[config.mk]
export PLATFORM = sky130hd
export DESIGN_NAME = audio_dsm_out
export DESIGN_NICKNAME = d
export VERILOG_FILES = /design/src/rtl/audio_dsm_out.sv
export SDC_FILE = /design/constraint.sdc
export NUM_CORES = 1
export LEC_CHECK = 0
export ABC_AREA = 1
export CAP_MARGIN = 30
export CORE_MARGIN = 2
export CORE_UTILIZATION = 58
export CTS_CLUSTER_DIAMETER = 100
export CTS_CLUSTER_SIZE = 20
export DETAILED_ROUTE_END_ITERATION = 8
export GPL_TIMING_DRIVEN = 0
export HOLD_SLACK_MARGIN = 0.12
export PLACE_DENSITY = 0.78
export SYNTH_ARGS = -nofsm -noshare
export SYNTH_HDL_FRONTEND = slang
export SYNTH_SLANG_ARGS = --single-unit
export TNS_END_PERCENT = 10
[constraint.sdc]
create_clock -name clk -period 3.19 [get_ports clk]
set_input_delay 0.957 -clock clk [delete_from_list [all_inputs] [get_ports clk]]
set_output_delay 0.957 -clock clk [all_outputs]
set_load 0.005 [all_outputs]
[src/rtl/audio_dsm_out.sv]
// Audio output stage: fixed-rate sample capture, soft-mute gain ramp, 2nd-order CIFB delta-sigma.
// Define AUDIO_DSM_DITHER_EN to add a 1-LSB LFSR dither ahead of the modulator.
module audio_dsm_out #(
   parameter int SAMPLE_DIV = 255,
   parameter int INT_W      = 12
) (
   input  logic       clk,
   input  logic       rst_n,
   input  logic [7:0] sample,
   input  logic       enable,
   input  logic       mute,
   output logic       dsm_out,
   output logic       sample_tick,
   output logic       muted
);
   localparam int DIV_W = $clog2(SAMPLE_DIV);
   localparam int SUM_W = INT_W + 2;
   localparam logic [DIV_W-1:0]        DIV_LAST = DIV_W'(SAMPLE_DIV - 1);
   localparam logic [4:0]              GAIN_MAX = 5'd16;
   localparam logic signed [SUM_W-1:0] SAT_HI   = SUM_W'((2 ** (INT_W - 1)) - 1);
   localparam logic signed [SUM_W-1:0] SAT_LO   = -SAT_HI;
   localparam logic signed [SUM_W-1:0] FB_MAG   = SUM_W'(128);

   typedef enum logic [1:0] {
      ST_MUTED     = 2'd0,
      ST_RAMP_UP   = 2'd1,
      ST_RUN       = 2'd2,
      ST_RAMP_DOWN = 2'd3
   } state_t;

   function automatic logic signed [INT_W-1:0] sat(input logic signed [SUM_W-1:0] v);
      logic signed [SUM_W-1:0] c;
      if (v > SAT_HI) c = SAT_HI;
      else if (v < SAT_LO) c = SAT_LO;
      else c = v;
      return c[INT_W-1:0];
   endfunction

   logic [DIV_W-1:0]        div_cnt_q, div_cnt_d;
   logic                    tick_s, tick_q;
   logic [7:0]              hold_q, hold_d;
   logic [4:0]              gain_q, gain_d;
   state_t                  state_q, state_d;
   logic                    muted_q, muted_d;
   logic signed [7:0]       x_q, x_d, xm_s;
   logic signed [8:0]       c_s;
   logic signed [14:0]      prod_s;
   logic signed [SUM_W-1:0] fb_s;
   logic signed [INT_W-1:0] i1_q, i1_d, i2_q, i2_d;
   logic                    dsm_q, dsm_d;

   // Sample-rate divider, capture register and gain scaling
   always_comb begin
      tick_s = (div_cnt_q == DIV_LAST);
      if (tick_s) begin
         div_cnt_d = '0;
         hold_d    = sample;
      end else begin
         div_cnt_d = div_cnt_q + DIV_W'(1);
         hold_d    = hold_q;
      end
      c_s    = $signed({1'b0, hold_q}) - 9'sd128;
      prod_s = 15'(c_s) * 15'($signed({1'b0, gain_q}));
      x_d    = prod_s[11:4];
   end

   // Gain FSM next state; only tick edges move it, so mute glitches between ticks are ignored
   always_comb begin
      state_d = state_q;
      gain_d  = gain_q;
      if (tick_s) begin
         case (state_q)
            ST_MUTED: begin
               if (!mute) state_d = ST_RAMP_UP;
               else       state_d = ST_MUTED;
            end
            ST_RAMP_UP: begin
               if (mute) begin
                  state_d = ST_RAMP_DOWN;
               end else if (gain_q >= GAIN_MAX - 5'd1) begin
                  gain_d  = GAIN_MAX;
                  state_d = ST_RUN;
               end else begin
                  gain_d  = gain_q + 5'd1;
               end
            end
            ST_RUN: begin
               if (mute) state_d = ST_RAMP_DOWN;
               else      state_d = ST_RUN;
            end
            ST_RAMP_DOWN: begin
               if (!mute) begin
                  state_d = ST_RAMP_UP;
               end else if (gain_q <= 5'd1) begin
                  gain_d  = 5'd0;
                  state_d = ST_MUTED;
               end else begin
                  gain_d  = gain_q - 5'd1;
               end
            end
            default: begin
               state_d = ST_MUTED;
               gain_d  = 5'd0;
            end
         endcase
      end else begin
         state_d = state_q;
         gain_d  = gain_q;
      end
   end

   // FSM output, registered alongside the state
   always_comb begin
      muted_d = (state_d == ST_MUTED);
   end

`ifdef AUDIO_DSM_DITHER_EN
   logic [15:0]       lfsr_q, lfsr_d;
   logic signed [8:0] xd_s;

   // Galois LFSR dither source; LSB added to x with clamp at +127
   always_comb begin
      if (lfsr_q[0]) lfsr_d = (lfsr_q >> 1) ^ 16'hB400;
      else           lfsr_d = lfsr_q >> 1;
      xd_s = $signed({x_q[7], x_q}) + $signed({8'd0, lfsr_q[0]});
      if (xd_s > 9'sd127) xm_s = 8'sd127;
      else                xm_s = xd_s[7:0];
   end

   // LFSR register
   always_ff @(posedge clk or negedge rst_n) begin
      if (!rst_n)       lfsr_q <= 16'hACE1;
      else if (!enable) lfsr_q <= 16'hACE1;
      else              lfsr_q <= lfsr_d;
   end
`else
   // Undithered path
   always_comb begin
      xm_s = x_q;
   end
`endif

   // CIFB modulator; i2 integrates the old i1
   always_comb begin
      if (dsm_q) fb_s = FB_MAG;
      else       fb_s = -FB_MAG;
      i1_d  = sat(SUM_W'(i1_q) + SUM_W'(xm_s) - fb_s);
      i2_d  = sat(SUM_W'(i2_q) + SUM_W'(i1_q) - fb_s);
      dsm_d = ~i2_d[INT_W-1];
   end

   // FSM state register
   always_ff @(posedge clk or negedge rst_n) begin
      if (!rst_n) begin
         state_q <= ST_MUTED;
         gain_q  <= 5'd0;
         muted_q <= 1'b1;
      end else if (!enable) begin
         state_q <= ST_MUTED;
         gain_q  <= 5'd0;
         muted_q <= 1'b1;
      end else begin
         state_q <= state_d;
         gain_q  <= gain_d;
         muted_q <= muted_d;
      end
   end

   // Datapath registers; enable=0 clears synchronously
   always_ff @(posedge clk or negedge rst_n) begin
      if (!rst_n) begin
         div_cnt_q <= '0;
         tick_q    <= 1'b0;
         hold_q    <= 8'h80;
         x_q       <= 8'sd0;
         i1_q      <= '0;
         i2_q      <= '0;
         dsm_q     <= 1'b0;
      end else if (!enable) begin
         div_cnt_q <= '0;
         tick_q    <= 1'b0;
         hold_q    <= 8'h80;
         x_q       <= 8'sd0;
         i1_q      <= '0;
         i2_q      <= '0;
         dsm_q     <= 1'b0;
      end else begin
         div_cnt_q <= div_cnt_d;
         tick_q    <= tick_s;
         hold_q    <= hold_d;
         x_q       <= x_d;
         i1_q      <= i1_d;
         i2_q      <= i2_d;
         dsm_q     <= dsm_d;
      end
   end

   assign dsm_out     = dsm_q;
   assign sample_tick = tick_q;
   assign muted       = muted_q;
endmodule

==> metrics.md <==
| Metric | Value |
|---|---|
| Yosys top cell area share | `roughly a quarter` |
| Core area | `approximately 10000 um^2` |
| Final Core Density | `roughly 69%` |
| DR vias/cell | `about 5.2` |
| Die ar. | `roughly 11000 um^2` |
| Startpoint types | `flop` |
| Total Nets Final | `between 900 and 1000` |
| Global-route usage over all layers | `24.95%` |
| Worst slack, placed | `-0.3567 ns` |
| RSZ-0062 raised after global routing | `true` |
| Initial DRC Count | `between 200 and 250` |
| I/O pin cnt | `15` |
| Cts hold-fix bufs | `0` |
| Most common flop cell mapped by yosys | `dfrtp_1` |
| Post-route setup slack | `-0.3037 ns` |
| Final hold vios | `0` |
| CTS tree | `done` |
| CTS Root Cell | `clkbuf_8` |
| Synth cell types | `just over 40` |
| Placer Congestion | `between 0.9 and 1` |
| Cell count after synthesis | `846` |
| Port-buffer cells | `13` |
| Crit path time final | `3.494 ns` |
| Worst EP arrival | `between 3 and 4 ns` |
| Synth Cell Area | `between 5000 and 6000 um^2` |
| Status | `finished with violations` |
| Kind of critical path | `reg -> reg` |
| Die H | `105.4 um` |
| Largest net degree at the start of global routing | `43` |
| ANT nets after route | `0` |
| Hpwl dp | `between 10000 and 15000 um` |
| # setup viols final | `5` |
| Worst-path clk slew | `around 0.08 ns` |
| Area grow syn2layout | `14.13%` |
| Highest net fanout along the worst path | `5` |
| Hold crit path type | `reg -> reg` |
| Initial antenna violation count | `0` |
| Clock H-tree levels | `3` |
| CP required | `3.41 ns` |
| First-pass GRT wire length | `22490 um` |
| Top cells by area, synth | `dfrtp_1 (24%), nand2_1 (14%), ha_1 (13%)` |
| Critical path capture point type | `flop` |
| Pre-Repair DR Iteration Count | `7` |
| Row count | `36` |
| Final WL | `about 13000 um` |
| Max frequency | `0.2862 GHz` |
| Area leader, netlist | `dfrtp_1` |
| FFs w/ async S/R, synth | `100.0%` |
| Synthesized area per cell | `~7.0 um^2` |
| Slew Limit Fails | `0` |
| DRC | `0` |
| Layout cells sized above 1 | `13.18%` |
| Post-synthesis sequential area ratio | `around a quarter` |
| Slew margin rel. | `a little over half` |
| Post-synth EDFFs | `0` |
| Vias post-DR | `about 5300` |
| Vias in the first global route | `approximately 5200` |
| WL/cell | `around 13 um` |
| Clock Sinks | `58` |
| GRT overflow | `0` |
| Failing checks | `setup timing` |
| Syn nets | `approximately 950` |
| Clock skew | `around 0.013 ns` |
| Worst-Skew Late Latency | `0.36 ns` |
| Number of synthesized register bits | `58` |
| Ant. Diodes | `0` |
| Initial Utilization | `slightly above 60%` |
| Clock Path Buffers | `2` |
| Measured slew at the worst slew-check pin | `between 0.6 and 0.7 ns` |
| Total CTS buffers | `9` |
| Final period util | `109.5%` |
| Die width | `105.4 um` |
| # Max-Cap Violations | `0` |
| Synth warn | `0` |
==> cell usage after synthesis, types with 7 or more instances <==
cell type and count:
inv_1 196, nand3_2 12, dfrtp_1 56, a22o_1 7, o21ai_0 14, nand2_2 13, nor2_1 64, ha_1 63
nand3_1 56, fa_1 30, a21oi_1 36, nand2_1 226, nand4_1 8, xnor2_1 7
==> metal layers <==
layer	vias up	global-route usage, %	wire length, um
met5	-	0	0
met4	0	10.38	400
met3	37	3.896	494
met2	127	45.39	6795
met1	2477	29.02	5667
li1	2685	-	-
==> logic make-up after synthesis <==
kind of cell             after synthesis  share of synthesized area, %
AND/OR/NAND/NOR                      398                         29.27
buffers and inverters                211                         13.73
adder cells (fa/ha/maj)               93                         23.31
AO/OA/AOI/OAI                         75                         7.623
flip-flops                            58                         24.40
XOR/XNOR                              10                         1.470
multiplexers                           1                        0.1890
==> worst max-delay path, cell delays in order (launching register included) <==
cell and delay [ns]:
dfrtp_2 0.45, buf_8 0.14, nand2_1 0.05, inv_1 0.05, fa_1 0.49, inv_2 0.04
fa_1 0.46, fa_1 0.55, inv_2 0.05, ha_4 0.23, inv_2 0.06, nor2_2 0.04
o21ai_1 0.16, nand2_1 0.12, nand2_1 0.08, nand2_1 0.06, a21oi_2 0.13, xor2_1 0.15
nor2_1 0.06
==> flip-flops by register name, summed over array words and instances, names as in the netlist <==
name,count
i1_q,12
i2_q,12
div_cnt_q,8
hold_q,8
x_q,8
gain_q,5
state_q,2
dsm_out,1
muted,1
sample_tick,1
==> final timing paths <==
check	startpoint	end	slack [ns]	cells past startpoint
max reg2reg	gain_q[2]	x_q[5]	-0.30	18
min in group asynchronous	rst_n	div_cnt_q[1]	0.52	1
min	div_cnt_q[0]	div_cnt_q[0]	0.49	1
min reg2reg	div_cnt_q[0]	div_cnt_q[0]	0.49	1
max in group asynchronous	rst_n	dsm_out	2.11	2
max	gain_q[2]	x_q[5]	-0.30	18
==> what timing repair did <==
action / in CTS / in global routing
resized for setup: 13 / 19
endpoints found under the setup margin: 7 / 23
pin swaps: 11 / 11
buffers inserted: 7 / 4
endpoints found under the hold margin: 0 / 0
cloned: 0 / 1
==> per-stage QoR <==
stage	instance area (um^2)	hold WS [ns]	instances	TNS, ns
final	6800	0.4920	1021	-1.045
after global routing	6800	0.5262	1021	-2.215
after CTS	6690	0.4952	1016	-0.7635
after detailed placement	6324	0.4847	993	-1.244
after global placement	6309	0.4725	992	-29.17
after floorplan	6012	0.4546	846	-0.2458
==> cell usage in the layout (no fill, tap or decap), drive strengths merged, types with 5 or more instances in the layout <==
cell type	instances
a21oi	40
nand3	68
nand2	240
o22ai	5
nor3	7
dfrtp	56
clkdlybuf4s50	12
a22o	7
o21ai	15
fa	30
clkbuf	11
buf	23
nand4	8
xnor2	7
ha	63
nor2	67
inv	200
==> final cells by class <==
| cell class | instances | area, um^2 |
|---|---|---|
| Tap cell | 133 | 166.4 |
| Multi-Input combinational cell | 577 | 3834 |
| Sequential cell | 58 | 1456 |
| Fill cell | 787 | 3064 |
| Buffer | 11 | 85.08 |
| Timing Repair Buffer | 26 | 256.5 |
| Clock inverter | 7 | 125.1 |
| Inverter | 200 | 753.2 |
| Clock buffer | 9 | 123.9 |
Power is left out: the tool's default activity adds up to more than one toggle a clock period on the data nets, which glitch-free logic cannot reach.
